--- config.mk ---
export PLATFORM = sky130hd
export DESIGN_NAME = crg_switch_sequencer
export DESIGN_NICKNAME = d
export VERILOG_FILES = /design/src/rtl/crg_switch_sequencer.sv
export SDC_FILE = /design/constraint.sdc
export NUM_CORES = 1
export LEC_CHECK = 0
export ABC_CLOCK_PERIOD_IN_PS = 4700
export CAP_MARGIN = 5
export CORE_ASPECT_RATIO = 1.1
export CORE_MARGIN = 10
export CORE_UTILIZATION = 45
export CTS_CLUSTER_DIAMETER = 80
export DETAILED_ROUTE_END_ITERATION = 6
export DONT_BUFFER_PORTS = 1
export GPL_TIMING_DRIVEN = 0
export SLEW_MARGIN = 5
export SYNTH_ARGS = -nofsm -noshare
export SYNTH_HDL_FRONTEND = slang
export SYNTH_SLANG_ARGS = --single-unit
export TNS_END_PERCENT = 100
--- constraint.sdc ---
create_clock -name ref_clk_i -period 4.7 [get_ports ref_clk_i]
set_clock_uncertainty 0.1 [all_clocks]
set_input_delay 0.705 -clock ref_clk_i [delete_from_list [all_inputs] [get_ports ref_clk_i]]
set_output_delay 0.705 -clock ref_clk_i [all_outputs]
set_load 0.005 [all_outputs]
--- src/rtl/crg_switch_sequencer.sv ---
// crg_switch_sequencer
//   Per-channel reconfiguration sequencer for the clock-reset generator.
//   One request at a time is accepted on a valid/ready interface. A PLL
//   change gates the channel, holds it in reset across the mux switch, waits
//   for the switch to settle, then releases reset and restores the enable.
//   A request that keeps the current PLL only updates the enable.
//
// Ports
//   ref_clk_i     sole clock (rising edge)
//   glob_arst_ni  synchronous active-low reset
//   req_valid_i / req_ready_o   request handshake
//   req_ch_i, req_sel_i, req_en_i   target channel, PLL index, final enable
//   sel_o, en_o, arst_req_o     per-channel controls to the CRG
//   done_o, err_o, done_ch_o    completion / rejection pulses and channel
//   busy_o        sequencer not idle

// Output registers for one channel; written only through strobes.
module crg_switch_lane #(
  parameter int SW = 2
) (
  input  logic          clk,
  input  logic          rst_n,
  input  logic          sel_we,
  input  logic [SW-1:0] sel_d,
  input  logic          en_we,
  input  logic          en_d,
  input  logic          arst_we,
  input  logic          arst_d,
  output logic [SW-1:0] sel,
  output logic          en,
  output logic          arst
);
  always_ff @(posedge clk) begin
    if (!rst_n) begin
      sel  <= '0;
      en   <= 1'b1;
      arst <= 1'b0;
    end else begin
      if (sel_we)  sel  <= sel_d;
      if (en_we)   en   <= en_d;
      if (arst_we) arst <= arst_d;
    end
  end
endmodule

module crg_switch_sequencer #(
  parameter int M             = 4,
  parameter int N             = 8,
  parameter int GATE_CYCLES   = 4,
  parameter int RST_CYCLES    = 8,
  parameter int SETTLE_CYCLES = 128,
  localparam int SW  = $clog2(M),
  localparam int CHW = (N > 1) ? $clog2(N) : 1
) (
  input  logic                  ref_clk_i,
  input  logic                  glob_arst_ni,
  input  logic                  req_valid_i,
  output logic                  req_ready_o,
  input  logic [CHW-1:0]        req_ch_i,
  input  logic [SW-1:0]         req_sel_i,
  input  logic                  req_en_i,
  output logic [N-1:0][SW-1:0]  sel_o,
  output logic [N-1:0]          en_o,
  output logic [N-1:0]          arst_req_o,
  output logic                  done_o,
  output logic [CHW-1:0]        done_ch_o,
  output logic                  err_o,
  output logic                  busy_o
);
  localparam int MAX_GR = (GATE_CYCLES > RST_CYCLES) ? GATE_CYCLES : RST_CYCLES;
  localparam int MAXC   = (MAX_GR > SETTLE_CYCLES) ? MAX_GR : SETTLE_CYCLES;
  localparam int CW     = $clog2(MAXC + 1);
  localparam logic [CW-1:0] G_LD = CW'(GATE_CYCLES - 1);
  localparam logic [CW-1:0] R_LD = CW'(RST_CYCLES - 1);
  localparam logic [CW-1:0] S_LD = CW'(SETTLE_CYCLES - 1);

  typedef enum logic [2:0] {IDLE, GATE, RST, SETTLE, RELEASE, DONE, ERR} state_t;

  typedef struct packed {
    logic [CHW-1:0] ch;
    logic [SW-1:0]  sel;
    logic           en;
  } req_t;

  state_t        state;
  logic [CW-1:0] cnt;
  req_t          cur;

  logic           hs, ch_ok, same_sel, last;
  logic [SW-1:0]  req_cur_sel;
  logic [CHW-1:0] tgt_ch;
  logic           sel_we, en_we, en_d, arst_we, arst_d;

  assign hs    = req_valid_i && req_ready_o && (state == IDLE);
  assign ch_ok = {1'b0, req_ch_i} < (CHW+1)'(N);
  assign last  = (cnt == '0);

  // Current PLL of the requested channel; zero for an out-of-range channel.
  always_comb begin
    req_cur_sel = '0;
    for (int i = 0; i < N; i++)
      if (req_ch_i == CHW'(i)) req_cur_sel = sel_o[i];
  end
  assign same_sel = (req_cur_sel == req_sel_i);

  // Output write strobes, aligned with the FSM transition edges.
  always_comb begin
    tgt_ch  = cur.ch;
    sel_we  = 1'b0;
    en_we   = 1'b0;
    en_d    = 1'b0;
    arst_we = 1'b0;
    arst_d  = 1'b0;
    case (state)
      IDLE: begin
        tgt_ch = req_ch_i;
        if (hs && ch_ok) begin
          en_we = 1'b1;
          en_d  = same_sel ? req_en_i : 1'b0;
        end
      end
      GATE:    if (last) begin arst_we = 1'b1; arst_d = 1'b1; end
      RST:     if (last) sel_we = 1'b1;
      SETTLE:  if (last) begin arst_we = 1'b1; arst_d = 1'b0; end
      RELEASE: if (last) begin en_we = 1'b1; en_d = cur.en; end
      default: ;
    endcase
  end

  for (genvar i = 0; i < N; i++) begin : g_lane
    logic hit;
    assign hit = (tgt_ch == CHW'(i));
    crg_switch_lane #(.SW(SW)) u_lane (
      .clk     (ref_clk_i),
      .rst_n   (glob_arst_ni),
      .sel_we  (sel_we && hit),
      .sel_d   (cur.sel),
      .en_we   (en_we && hit),
      .en_d    (en_d),
      .arst_we (arst_we && hit),
      .arst_d  (arst_d),
      .sel     (sel_o[i]),
      .en      (en_o[i]),
      .arst    (arst_req_o[i])
    );
  end

  always_ff @(posedge ref_clk_i) begin
    if (!glob_arst_ni) begin
      state       <= IDLE;
      cnt         <= '0;
      cur         <= '0;
      req_ready_o <= 1'b0;
      busy_o      <= 1'b0;
      done_o      <= 1'b0;
      err_o       <= 1'b0;
      done_ch_o   <= '0;
    end else begin
      done_o <= 1'b0;
      err_o  <= 1'b0;
      case (state)
        IDLE: begin
          req_ready_o <= 1'b1;
          busy_o      <= 1'b0;
          if (hs) begin
            cur         <= '{ch: req_ch_i, sel: req_sel_i, en: req_en_i};
            req_ready_o <= 1'b0;
            busy_o      <= 1'b1;
            if (!ch_ok) begin
              state     <= ERR;
              err_o     <= 1'b1;
              done_ch_o <= req_ch_i;
            end else if (same_sel) begin
              state     <= DONE;
              done_o    <= 1'b1;
              done_ch_o <= req_ch_i;
            end else begin
              state <= GATE;
              cnt   <= G_LD;
            end
          end
        end
        GATE:
          if (last) begin state <= RST; cnt <= R_LD; end
          else cnt <= cnt - CW'(1);
        RST:
          if (last) begin state <= SETTLE; cnt <= S_LD; end
          else cnt <= cnt - CW'(1);
        SETTLE:
          if (last) begin state <= RELEASE; cnt <= S_LD; end
          else cnt <= cnt - CW'(1);
        RELEASE:
          if (last) begin
            state     <= DONE;
            done_o    <= 1'b1;
            done_ch_o <= cur.ch;
          end else cnt <= cnt - CW'(1);
        DONE, ERR: begin
          state       <= IDLE;
          req_ready_o <= 1'b1;
          busy_o      <= 1'b0;
        end
        default: state <= IDLE;
      endcase
    end
  end
endmodule

==> impl_results.md, run 1 <==
* Initial antenna violation count at 0
* Synthesized net count at about 340
* Worst skew pair latency at ~310 ps
* # Post-CTS Setup Buffers at 0
* Antenna cells at 0
* Gr ovfl total at 0
* Setup repair after global routing missed its margin: false
* Tightest Pin Transition at ~800 ps
* Fin crit period at 2470 ps
* Avg Inst Size Synth at 8.73 µm²
* Placed cells at 408
* Worst setup path startpoint: cnt[0]$_SDFFE_PN0P_
* HPWL after DPL at 5.47 mm
* Max Slew Vio Count at 0
* Final period util at a little over half
* Rel. slew slack at a little under half
* Post-Syn Area at 2860 µm²
* Max-cap violation count at 0
* IO buf count at 0
* DRC Markers at 0
* CTS tree: yes
* Post-Syn Instances at 328
* Via density at roughly 5.7
* Vias at 2354
* Yosys warnings at 0
* Final Hold Fails at 0
* Final ANT Viol Nets at 0
* Die ar. at 9960 µm²
* H-tree Lvls at 2
* 1st-iter DRT viols at 86
* CP max FO at 8
* Outcome: finished, final reports clean
* Synth Flop Type: dfxtp_1
* Num CTS Buffers at 5
* Initial Utilization at 46.2%
* Drt pass-1 iters at 4
* Register-to-Register Path Depth at 7
* FMAX at between 0.4 and 0.5 GHz
* VDD IR-drop max at 0.175 mV
* GRT met2 Usage at 22.6%
* CTS max path bufs at 2
* Gpl congestion at 0.888
* Global Route Usage Sum at 14.1%
* Count leader, synth: dfxtp_1
* Clk pin slew, worst setup/hold paths at 100 ps
* CTS sink count at 55
* CP Capture Type: register
* Root buf cell: clkbuf_8
* Post-DP Area at 2960 µm²
* Worst r2r src: cnt[0]$_SDFFE_PN0P_
* Die Ht at 104 µm
* Final instance area at 3050 µm²
* Critical path endpoint: g_lane[3].u_lane.en$_SDFFE_PN1P_
* Lkg Pwr at 0.00114 µW
* Std cell rows at 30
* Sequential area share after synthesis at 38.4%
* Final setup fails at 0
* Post-CTS Hold Buffers at 0
* Fin Setup TNS at 0 ps
* Crit Path Category: reg2reg
* Top Ports at 48
* Global route hottest layer: met2
* Reg2reg end: g_lane[3].u_lane.en$_SDFFE_PN1P_
* Reg2Reg Setup Slack at 2230 ps
* Crit path DAT at between 2000 and 3000 ps
* Area of the core at 6190 µm²
* Post-CTS sizing at 0
* CP Launch Type: register
* Hold WC Path Type: reg2reg
* Pwr dens at ~530 nW/µm²
* Largest area contributor in the netlist: dfxtp_1
* Top cells by count, synth: 55 x dfxtp_1, 32 x nand2_1, 31 x nor2_1
* GR met3 Demand/Resource at 5.20%
* Nets at 345
* Largest net degree at the start of global routing at 17
* EDFF count, synth at 0
* P&R area growth vs syn at 6.47%
* Dominant cells by area after synthesis: dfxtp_1 38%, mux2i_1 7.3%, buf_4 4.7%
* Post-Route WL at between 7 and 8 mm
* Drt wl/cell at around 17 µm
* First-pass GRT wire length at 11.4 mm
* Seq cells post-synth at 55
* Netlist cell types at 54
* Global Route met1 Usage at 17.4%
* Asr flop ratio synth at 0%
* Die W at 96.1 µm
* Top-area cell type share of the netlist area at 38.4%
* Post-Layout Cell Count at between 400 and 500
* Worst endpoint required time at 4770 ps
* Number of global-route vias before repair at 2188
* Layout cells sized above 1 at 14.6%
-- worst max-delay path: stages (launching register included) --
cell	delay [ps]
dfxtp_1	340
inv_1	60
ha_1	180
nor4b_2	300
nand2_1	270
or3_1	360
a21oi_1	550
a31oi_1	170
-- sequential cells by signal, indices dropped and copies added, names as in the netlist --
register            count
busy_o                  1
cnt                     8
cur                     6
done_ch_o               3
done_o                  1
g_lane.u_lane.arst      8
g_lane.u_lane.en        8
g_lane.u_lane.sel      16
req_ready_o             1
state                   3
-- layout make-up --
type                            count  area [µm²]
Buffer                             37         225
Clock buffer                        7        76.3
Clock inverter                      1        8.76
Fill cell                         598        3140
Inverter                            8        30.0
Multi-Input combinational cell    228        1510
Sequential cell                    55        1100
Tap cell                           80         100
-- layout by cell type, fill, tap and decap left out, types with 8 or more instances in the layout --
master and n:
dfxtp_1 55, nand2_1 32, nor2_1 31, a21oi_1 24
mux2i_1 21, buf_4 18, clkbuf_1 16, nor3_1 13
a31oi_1 13, o21ai_0 11, a211oi_1 10, nand3_1 9
inv_1 8, a311oi_1 8
-- per-layer routing --
layer | share of wire, % | vias to the layer above | wire [µm]
li1 | - | 1187 | -
met1 | 43 | 1109 | 3080
met2 | 49 | 54 | 3480
met3 | 7.8 | 4 | 559
met4 | 0.63 | 0 | 45
met5 | 0 | - | 0
-- how the worst min path moves through the flow --
stage                         from                   to  slack, ps  cells after the start
6_report       cur[0]$_SDFFE_PN0P_  cur[0]$_SDFFE_PN0P_        360                      2
5_1_grt        cur[0]$_SDFFE_PN0P_  cur[0]$_SDFFE_PN0P_        400                      2
4_1_cts        cur[0]$_SDFFE_PN0P_  cur[0]$_SDFFE_PN0P_        360                      2
3_5_place_dp   cur[0]$_SDFFE_PN0P_  cur[0]$_SDFFE_PN0P_        340                      2
3_3_place_gp   cur[0]$_SDFFE_PN0P_  cur[0]$_SDFFE_PN0P_        340                      2
2_1_floorplan  cur[0]$_SDFFE_PN0P_  cur[0]$_SDFFE_PN0P_        330                      2
-- power breakdown --
| part | internal (µW) | total, µW | switching, µW |
|---|---|---|---|
| clock | 108 | 264 | 156 |
| sequential | 530 | 588 | 58.4 |
| combinational | 270 | 755 | 485 |
-- cells by family (layout without fill, tap and decap cells) --
group / after synthesis / after routing / share of synthesized area [%]
simple gates: 106 / 106 / 17.8
xor+xnor: 4 / 4 / 1.75
other cells: 1 / 1 / 0.131
flops: 55 / 55 / 38.4
compound gates: 84 / 84 / 19.7
mux: 32 / 32 / 12.8
buf+inv: 45 / 53 / 8.91
fa+ha+maj: 1 / 1 / 0.437
-- stage by stage --
step / total power, µW / worst slack, ps / utilization [%] / hold slack, ps
2_1_floorplan: 1180 / 2260 / - / 332
3_3_place_gp: 1340 / 2080 / 47.9 / 339
3_5_place_dp: 1350 / 2060 / 47.9 / 345
4_1_cts: 1620 / 2210 / 49.2 / 358
5_1_grt: 1730 / 2040 / 49.2 / 400
6_report: 1610 / 2230 / 49.2 / 359
Power figures use the tool's default switching activity.
==> run 2, diff against run 1 <==
--- a/config.mk
+++ b/config.mk
@@ -5,7 +5,7 @@
 export SDC_FILE = /design/constraint.sdc
 export NUM_CORES = 1
 export LEC_CHECK = 0
-export ABC_CLOCK_PERIOD_IN_PS = 4700
+export ABC_CLOCK_PERIOD_IN_PS = 2450
 export CAP_MARGIN = 5
 export CORE_ASPECT_RATIO = 1.1
 export CORE_MARGIN = 10
==> constraint.sdc (replaced) <==
create_clock -name ref_clk_i -period 2.45 [get_ports ref_clk_i]
set_clock_uncertainty 0.1 [all_clocks]
set_input_delay 0.3675 -clock ref_clk_i [delete_from_list [all_inputs] [get_ports ref_clk_i]]
set_output_delay 0.3675 -clock ref_clk_i [all_outputs]
set_load 0.005 [all_outputs]
==> impl_results.md, run 2 (same netlist as run 1, synthesis figures left out) <==
* Gr ovfl total at 0
* Std cell rows at 30
* Die Ht at 104 µm
* Post-CTS sizing at 2
* Global Route Usage Sum at 14.1%
* # Post-CTS Setup Buffers at 0
* Commonest cells after routing, fill and taps aside: 55 x dfxtp_1, 32 x nand2_1, 30 x nor2_1, 22 x a21oi_1, 20 x mux2i_1
* Max Slew Vio Count at 0
* Initial Utilization at 46.2%
* Crit Path Category: reg2reg
* Final setup fails at 0
* Vias at ~2300
* Placed cells at a little over 400
* Crit path DAT at about 2500 ps
* Number of global-route vias before repair at around 2200
* Worst r2r src: cnt[0]$_SDFFE_PN0P_
* Worst skew pair latency at 310 ps
* Clk pin slew, worst setup/hold paths at 100 ps
* H-tree Lvls at 2
* Final Hold Fails at 0
* HPWL after DPL at 5.47 mm
* Drt pass-1 iters at 4
* Post-CTS Hold Buffers at 0
* Num CTS Buffers at 5
* Pwr dens at 1030 nW/µm²
* Max-cap violation count at 0
* Tot Pwr at ~3200 µW
* CTS tree: yes
* Largest Register: g_lane.u_lane.sel
* CTS max path bufs at 2
* Drt wl/cell at 17.4 µm
* FMAX at 0.424 GHz
* Setup repair after global routing missed its margin: true
* Largest net degree at the start of global routing at 17
* Layout cells sized above 1 at 16.4%
* VDD IR-drop max at roughly 0.34 mV
* Startpoint of the worst hold path: req_sel_i[1]
* Final period util at 96.2%
* Die W at 96.1 µm
* Initial antenna violation count at 0
* 1st-iter DRT viols at 110
* CP max FO at 8
* CP Launch Type: register
* First-pass GRT wire length at 11.4 mm
* Gpl congestion at 0.888
* Antenna cells at 0
* Hold WC Path Type: in2reg
* Post-Layout Cell Count at 416
* Final ANT Viol Nets at 0
* Lkg Pwr at 0.00116 µW
* Via density at ~5.6
* Top Ports at 48
* Tightest Pin Transition at about 560 ps
* IO buf count at 0
* Post-Route WL at 7.23 mm
* Root buf cell: clkbuf_8
* Area of the core at 6190 µm²
* CP Capture Type: register
* Nets at 345
* CTS sink count at 55
* DRC Markers at 0
* Most common cell after layout, fill and taps aside: dfxtp_1
* Worst endpoint required time at 2550 ps
* Fin crit period at 2360 ps
* Die ar. at 9960 µm²
* Worst setup path startpoint: cnt[0]$_SDFFE_PN0P_
* Outcome: finished, final reports clean
* Rel. slew slack at 62.8%
* P&R area growth vs syn at 8.30%
* Max FFs per register at 16
-- run 2: path summary, 6_finish.rpt --
kind                                     endpoint  slack [ps]  cells after the start
min                           cur[2]$_SDFFE_PN0P_          80                      2
max reg2reg  g_lane[0].u_lane.sel[0]$_SDFFE_PN0P_          90                      9
min reg2reg                   cur[0]$_SDFFE_PN0P_         360                      2
max          g_lane[0].u_lane.sel[0]$_SDFFE_PN0P_          90                      9
-- run 2: layer usage --
layer	vias up	GRT usage, %	share of wire, %
met2	55	22.6	49
met3	5	5.20	7.7
met4	0	3.16	0.83
li1	1183	-	-
met1	1103	17.4	43
met5	-	0	0
-- run 2: area by class of cell --
cell class,count,area [µm²]
clock buffer,7,76.3
fill,590,3090
tap,80,100
multi-input combinational,228,1560
buffer,37,228
clock inverter,1,8.76
inverter,8,30.0
sequential,55,1100
-- run 2: worst max-delay path: stages (launching register included) --
cell and delay [ps]:
dfxtp_1 350, inv_1 60, ha_1 210, nor4b_4 240
and2_1 160, buf_2 180, nand3_1 180, nor3_1 480
mux2i_1 240, nor2_1 50
-- run 2: per-stage QoR --
step / area [µm²] / setup TNS (ps) / util (%) / hold slack, ps / setup WS, ps
2_1_floorplan: 2860 / 0 / - / 332 / 349
3_3_place_gp: 2960 / 0 / 47.9 / 339 / 4.82
3_5_place_dp: 2960 / -63.6 / 47.9 / 345 / -27.2
4_1_cts: 3060 / 0 / 49.4 / 73.9 / 24.3
5_1_grt: 3100 / -415 / 50.1 / 78.0 / -89.3
6_report: 3100 / 0 / 50.1 / 77.8 / 93.0
-- run 2: power breakdown --
| group | switching (µW) | total (µW) | leakage [µW] | internal (µW) |
|---|---|---|---|---|
| Combinational | 968 | 1540 | 0.000668 | 571 |
| Sequential | 122 | 1140 | 0.000446 | 1020 |
| Clock | 304 | 511 | 0.0000428 | 207 |
==> run 3, diff against run 2 <==
--- a/config.mk
+++ b/config.mk
@@ -14,7 +14,6 @@
 export DETAILED_ROUTE_END_ITERATION = 6
 export DONT_BUFFER_PORTS = 1
 export GPL_TIMING_DRIVEN = 0
-export SLEW_MARGIN = 5
 export SYNTH_ARGS = -nofsm -noshare
 export SYNTH_HDL_FRONTEND = slang
 export SYNTH_SLANG_ARGS = --single-unit
==> results of run 3 <==
Same layout as run 2: the final DEF is identical, and so are final timing and power.
